<file path="config.mk">
export PLATFORM = sky130hd
export DESIGN_NAME = system_0_sysid_rd_timer
export DESIGN_NICKNAME = d
export VERILOG_FILES = /design/src/rtl/system_0_sysid_pkg.sv /design/src/rtl/system_0_sysid_rd_timer.sv
export SDC_FILE = /design/constraint.sdc
export NUM_CORES = 1
export LEC_CHECK = 0
export ABC_CLOCK_PERIOD_IN_PS = 2100
export BUFFER_PORTS_ARGS = -buffer_cell sky130_fd_sc_hd__buf_2
export CORE_MARGIN = 1
export CORE_UTILIZATION = 39
export CTS_BUF_LIST = sky130_fd_sc_hd__clkbuf_8
export CTS_CLUSTER_SIZE = 20
export DETAILED_ROUTE_END_ITERATION = 7
export HOLD_SLACK_MARGIN = 0.02
export PLACE_DENSITY = 0.7
export SLEW_MARGIN = 20
export SYNTH_ARGS = -nofsm -noshare
export SYNTH_HDL_FRONTEND = slang
export SYNTH_SLANG_ARGS = --single-unit
</file>
<file path="constraint.sdc">
create_clock -name clock_i -period 2.1 [get_ports clock_i]
set_input_delay 0.105 -clock clock_i [delete_from_list [all_inputs] [get_ports clock_i]]
set_output_delay 0.105 -clock clock_i [all_outputs]
set_load 0.1 [all_outputs]
</file>
<file path="src/rtl/system_0_sysid_pkg.sv">
// Shared types and helpers for the system-ID checker: FSM state encoding,
// slave word addresses and the wait-counter width function.
package system_0_sysid_pkg;

  typedef enum logic [2:0] {
    ST_IDLE   = 3'd0,
    ST_REQ_ID = 3'd1,
    ST_LAT_ID = 3'd2,
    ST_REQ_TS = 3'd3,
    ST_LAT_TS = 3'd4,
    ST_FIN    = 3'd5
  } sysid_chk_state_t;

  localparam logic SYSID_ADDR_ID = 1'b0;
  localparam logic SYSID_ADDR_TS = 1'b1;

  // ceil(log2(n+1)), never below 1
  function automatic int unsigned sysid_cnt_width(input int unsigned n);
    int unsigned w;
    w = 1;
    while ((64'd1 << w) <= 64'(n)) w = w + 1;
    return w;
  endfunction

endpackage

</file>
<file path="src/rtl/system_0_sysid_rd_timer.sv">
// Loadable down-counter shared by the read-timeout and read-latency waits;
// hit_o flags the last counted cycle (terminal count).
module system_0_sysid_rd_timer
  import system_0_sysid_pkg::*;
#(
  parameter int unsigned W = 8
) (
  input  logic         clock_i,
  input  logic         reset_n_i,
  input  logic         clear_i,
  input  logic         enable_i,
  input  logic [W-1:0] limit_i,
  output logic         hit_o
);

  logic [W-1:0] count_q;
  logic [W-1:0] count_d;

  always_comb begin
    count_d = count_q;
    if (clear_i) begin
      count_d = limit_i;
    end else if (enable_i && (count_q != '0)) begin
      count_d = count_q - W'(1);
    end
  end

  always_ff @(posedge clock_i or negedge reset_n_i) begin
    if (!reset_n_i) begin
      count_q <= '0;
    end else begin
      count_q <= count_d;
    end
  end

  // The owner qualifies this with its own enable condition.
  assign hit_o = (count_q == W'(1));

endmodule

</file>
==> reports/metrics.cfg, run 1 <==
[floorplanning]
die-area_sq_um = 1630
core_area_sq_um = 1334
rows = 13
die_x_um = 40.38
die_h_um = 40.38
initial_utilization = 0.4306
io_pins = 13

[critical_path]
rr_endpoint = count_q[4]
max_stage_delay_ns = 0.60
end_kind = primary output
required_ns = 2.00
crit_family = simple AND/OR/NAND/NOR gates
arrival_ns = 1.91
cp_slowest_cell = or4_4
rrSetupSlack_ns = 0.13
crit_chain = or4_4 > buf_4 > nor4b_4 > buf_12
path_max_fanout = 6
crit_buf_inv = 2
reg2reg_depth = 5
r2r-start = count_q[0]
startpoint_type = flip-flop
crit_type = flip-flop to primary output

[logic_synthesis]
synth_cells = 64
yosysWarningCount = 0
ys_seq_area_frac = 0.3486
synth.distinct_cells = 26
synth_edf_count = 0
synth_area_sq_um = 574.3
yosysTopAreaCellShare = 0.3486
ys_async_sr_fraction = 1.000
synth_ff_type = dfrtp_1
avgSynthCellArea_sq_um = 8.973
synth_area_leaders = dfrtp_1 35%, ha_1 6.5%, nand2_1 6.5%, o211ai_1 6.5%, a2111o_1 5.9%
synth_largest_area_cell = dfrtp_1
synth_fp_nets = 79
ys_ff_latch = 8

[grt]
antenna_found_initial = 0
grt_max_degree = 12
track_usage = 0.1982
grt_pass1_wl_um = 2159
grt-ovfl-total = 0
grt_pass1_vias = 483

[cells_and_area]
n_antenna_cell = 0
syn_to_final_growth_pct = 30.28
fillers = 114
largest_reg_flops = 8
final_cell_mix = 11 x buf_2, 10 x nand2_1, 8 x dfrtp_1
fin_area_sq_um = 748.2
drive_above_1_share = 0.3125
layout_commonest_cell = buf_2
reg.largest.list = count_q: 8 flops
final_core_util = 0.5610
largest-register = count_q
nNetsFinal = 97

[timing]
fmax_mhz = 496.2
rsz0062_at_grt = false
clock_skew_ns = 0.0002132
setup-tns-final_ns = 0
slew_viol_final = 0
setup_violations = 0
maxSlewHeadroom = 0.7246
hold_viol_final = 0
worst_pin_slew_ns = 0.4122
worst_slack_ns = 0.08482
period_share = 0.9596
fin_crit_ns = 2.015

[route]
num_vias = 592
antenna_left = 0
routed_wl_um = 1403
drt_iter0_markers = 28
drc_errors = 0
first_pass_iters = 4
via_per_inst = 6.232
wire_per_inst_um = 14.77

[cts]
clk_path_buf_depth = 2
cts.sinks = 8
numCtsBuffers = 3
insertion_delay_ns = 0.23
htree_levels = 1
path_clk_slew_ns = 0.04
post_cts_buffers = 0
cts-root-buf = clkbuf_8
cts_tree = built

[power]
p_leak_nw = 0.3099
max-vdd-ir-drop_mv = 0.3168
power_density_nw_per_um2 = 659.3
power_mw = 0.4933

[placed_design]
place.gp.congestion = 0.8030
placed_area_sq_um = 693.2
hpwlAfterDp_um = 940.2
port_buffers = 12
post-place-ws_ns = 0.2247

[run_status]
status = completed

[job]
maxCapViolCount = 0

[hold_path]
worstHoldStart = limit_i[2]
holdPathEnd = count_q[2]
hp-class = primary input to flip-flop
min_delay_path_depth = 3

-- worst max-delay path by stage --
stage	from	to	slack [ns]	cells past startpoint
floorplan	count_q[3]	hit_o	-0.13	3
global placement	count_q[0]	count_q[4]	0.25	5
detailed placement	count_q[0]	count_q[4]	0.22	5
CTS	count_q[3]	hit_o	0.01	4
global route	count_q[0]	count_q[1]	0.02	5
finish	count_q[3]	hit_o	0.08	4
-- through the flow --
stage	cells	hold WS, ns
4_1_cts	95	0.1080
2_1_floorplan	64	-0.1906
6_report	95	0.1035
3_5_place_dp	91	-0.03839
3_3_place_gp	91	-0.03716
5_1_grt	95	0.1071
-- power by group --
group | internal, mW | leakage (nW) | switching (mW) | total (mW)
clock | 0.125 | 0.0216 | 0.0646 | 0.189
combinational | 0.0505 | 0.194 | 0.0556 | 0.106
sequential | 0.172 | 0.0941 | 0.0255 | 0.198
-- routing by layer --
metal / part of all wire / wire length [um] / vias up / global-route usage
li1: - / - / 284 / -
met1: 0.46 / 640 / 282 / 0.2682
met2: 0.46 / 651 / 24 / 0.2897
met3: 0.071 / 99 / 2 / 0.06111
met4: 0.0086 / 12 / 0 / 0.07500
met5: 0 / 0 / - / 0
-- cell type report --
| cell class | instances | area (sq um) | share of cell area |
|---|---|---|---|
| clock buffer | 3 | 41.29 | 0.05518 |
| inverter | 3 | 11.26 | 0.01505 |
| multi-input combinational | 50 | 369.1 | 0.4933 |
| sequential | 8 | 200.2 | 0.2676 |
| tap | 15 | 18.77 | 0.02508 |
| timing repair buffer | 16 | 107.6 | 0.1438 |
-- worst register-to-register path: stages (launching register included) --
cell and delay (ns):
dfrtp_1 0.42, inv_1 0.13, ha_1 0.17, or4bb_2 0.64
a2111o_1 0.43, o211ai_1 0.10
-- synth_stat cells, types with 2 or more instances --
cell type / instances
nand2_1: 10
clkbuf_1: 2
nor3b_1: 2
a2111o_1: 3
ha_1: 3
a21oi_1: 3
o211ai_1: 5
or4_1: 3
or4b_2: 2
inv_1: 3
dfrtp_1: 8
a31oi_1: 3
nor2_1: 4
-- cell families (layout without fill, tap and decap cells) --
logic type	Yosys count	count (layout)	synth area share
and+or+nand+nor	27	27	0.2789
DFF	8	8	0.3486
buffers and inverters	6	22	0.04139
AOI/OAI and AO/OA	20	20	0.2658
adders and majority gates	3	3	0.06537
-- timing repair --
action                                  4_1_cts  5_1_grt
endpoints found under the hold margin         8        0
endpoints found under the setup margin        0        1
resized for setup                             0        1
hold buffers                                  1        0
Note: power is estimated with default switching activity, not from simulation.
==> inputs of run 2 (changes only) <==
PLACE_DENSITY = unset   (was 0.7)
==> run 2 against run 1 <==
Clock skew is 0.0020 ns higher. Flip-flop and latch count unchanged. First-iteration DRC count fell by 57%. Critical endpoint unchanged. Highest routed layer unchanged.
==> reports/metrics.cfg, run 2 (synthesis gave the netlist of run 1 again) <==
[timing]
period_share = 0.9265
fmax_mhz = 513.9
fin_hold_ws_ns = 0.09785
fin_crit_ns = 1.946
rsz0062_at_grt = false
clock_skew_ns = 0.002201
maxSlewHeadroom = 0.7627
hold_viol_final = 0
slew_viol_final = 0
worst_pin_slew_ns = 0.3515
worst_slack_ns = 0.1543
setup_violations = 0

[cells_and_area]
drive_above_1_share = 0.3293
layout_commonest_cell = buf_2
finalNonFillerCells = 97
final_cell_mix = 11 x buf_2, 10 x nand2_1, 8 x dfrtp_1
n_antenna_cell = 0
largest_reg_flops = 8
reg.largest.list = count_q: 8 flops
fillers = 115
largest-register = count_q
final_core_util = 0.5722
syn_to_final_growth_pct = 32.90
nNetsFinal = 99
fin_area_sq_um = 763.2

[cts]
insertion_delay_ns = 0.23
path_clk_slew_ns = 0.04
cts_tree = built
numCtsBuffers = 3
clk_path_buf_depth = 2
cts.sinks = 8
cts-root-buf = clkbuf_8
htree_levels = 1

[placed_design]
post-place-ws_ns = 0.1961
place.gp.congestion = 0.8089
placedCellCount = 93
port_buffers = 12
hpwlAfterDp_um = 1033
placed_area_sq_um = 708.2

[critical_path]
required_ns = 2.00
end_kind = primary output
startpoint_type = flip-flop
arrival_ns = 1.84
reg2reg_depth = 5
path_max_fanout = 6
crit_type = flip-flop to primary output

[power]
clkPwrFrac = 0.382
p_leak_nw = 0.3197
p_sw_mw = 0.1460
power_density_nw_per_um2 = 654.3
p_seq_frac = 0.384
p_int_mw = 0.3534
switching_share = 0.2923
pwr-share-comb = 0.234
max-vdd-ir-drop_mv = 0.4154

[floorplanning]
rows = 13
io_pins = 13
core_area_sq_um = 1334
initial_utilization = 0.4306
die_h_um = 40.38
die_x_um = 40.38
die-area_sq_um = 1630

[grt]
grt_max_degree = 12
track_usage = 0.2217
grt_pass1_wl_um = 2249
grt_pass1_vias = 498
grt-ovfl-total = 0
antenna_found_initial = 0

[route]
via_per_inst = 5.907
num_vias = 573
drt_iter0_markers = 12
drc_errors = 0
antenna_left = 0
first_pass_iters = 4
routed_wl_um = 1415
wire_per_inst_um = 14.59

[hold_path]
min_delay_path_depth = 3
hp-class = primary input to flip-flop

[run_status]
status = completed

[job]
maxCapViolCount = 0

-- run 2: critical path: stages, from the launching register on --
cell and delay (ns):
dfrtp_1 0.41, or4_4 0.54, buf_4 0.17, nor4b_4 0.26
buf_12 0.21
-- run 2: metal layers --
| metal | global-route usage | routed length (um) | vias to the layer above |
|---|---|---|---|
| met5 | 0 | 0 | - |
| met4 | 0.1500 | 42 | 0 |
| met2 | 0.3135 | 628 | 19 |
| li1 | - | - | 292 |
| met3 | 0.05000 | 59 | 5 |
| met1 | 0.2943 | 684 | 257 |
-- run 2: layout make-up --
cell class,count,area (sq um),share of cell area
multi-input combinational,50,369.1,0.4836
inverter,3,11.26,0.01475
sequential,8,200.2,0.2623
tap,15,18.77,0.02459
clock buffer,3,41.29,0.05410
timing repair buffer,18,122.6,0.1607
-- run 2: power groups by stage --
stage,registers (mW),logic (mW),clock network [mW]
4_1_cts,0.191,0.116,0.196
3_3_place_gp,0.192,0.115,0
2_1_floorplan,0.192,0.0683,0
6_report,0.192,0.117,0.191
5_1_grt,0.196,0.132,0.203
3_5_place_dp,0.193,0.114,0
-- run 2: worst paths after layout --
kind | from | endpoint | slack (ns)
worst max-delay path | count_q[4] | hit_o | 0.15
worst min-delay path | limit_i[2] | count_q[2] | 0.1
worst max register to register | count_q[0] | count_q[4] | 0.19
worst min register to register | count_q[4] | count_q[4] | 0.61
max in group asynchronous | reset_n_i | count_q[3] | 1.67
min in group asynchronous | reset_n_i | count_q[7] | 0.25
-- run 2: timing repair --
action                                 CTS  global route
setup endpoints to repair                0             1
buffers inserted                         0             0
hold buffers                             1             0
resized for setup                        0             1
endpoints found under the hold margin    8             0
-- run 2: metrics by stage --
step,TNS (ns),power (mW)
after detailed placement,0,0.3070
after CTS,0,0.5025
after global placement,0,0.3071
final,0,0.4994
after global routing,0,0.5307
after floorplan,-0.1251,0.2605
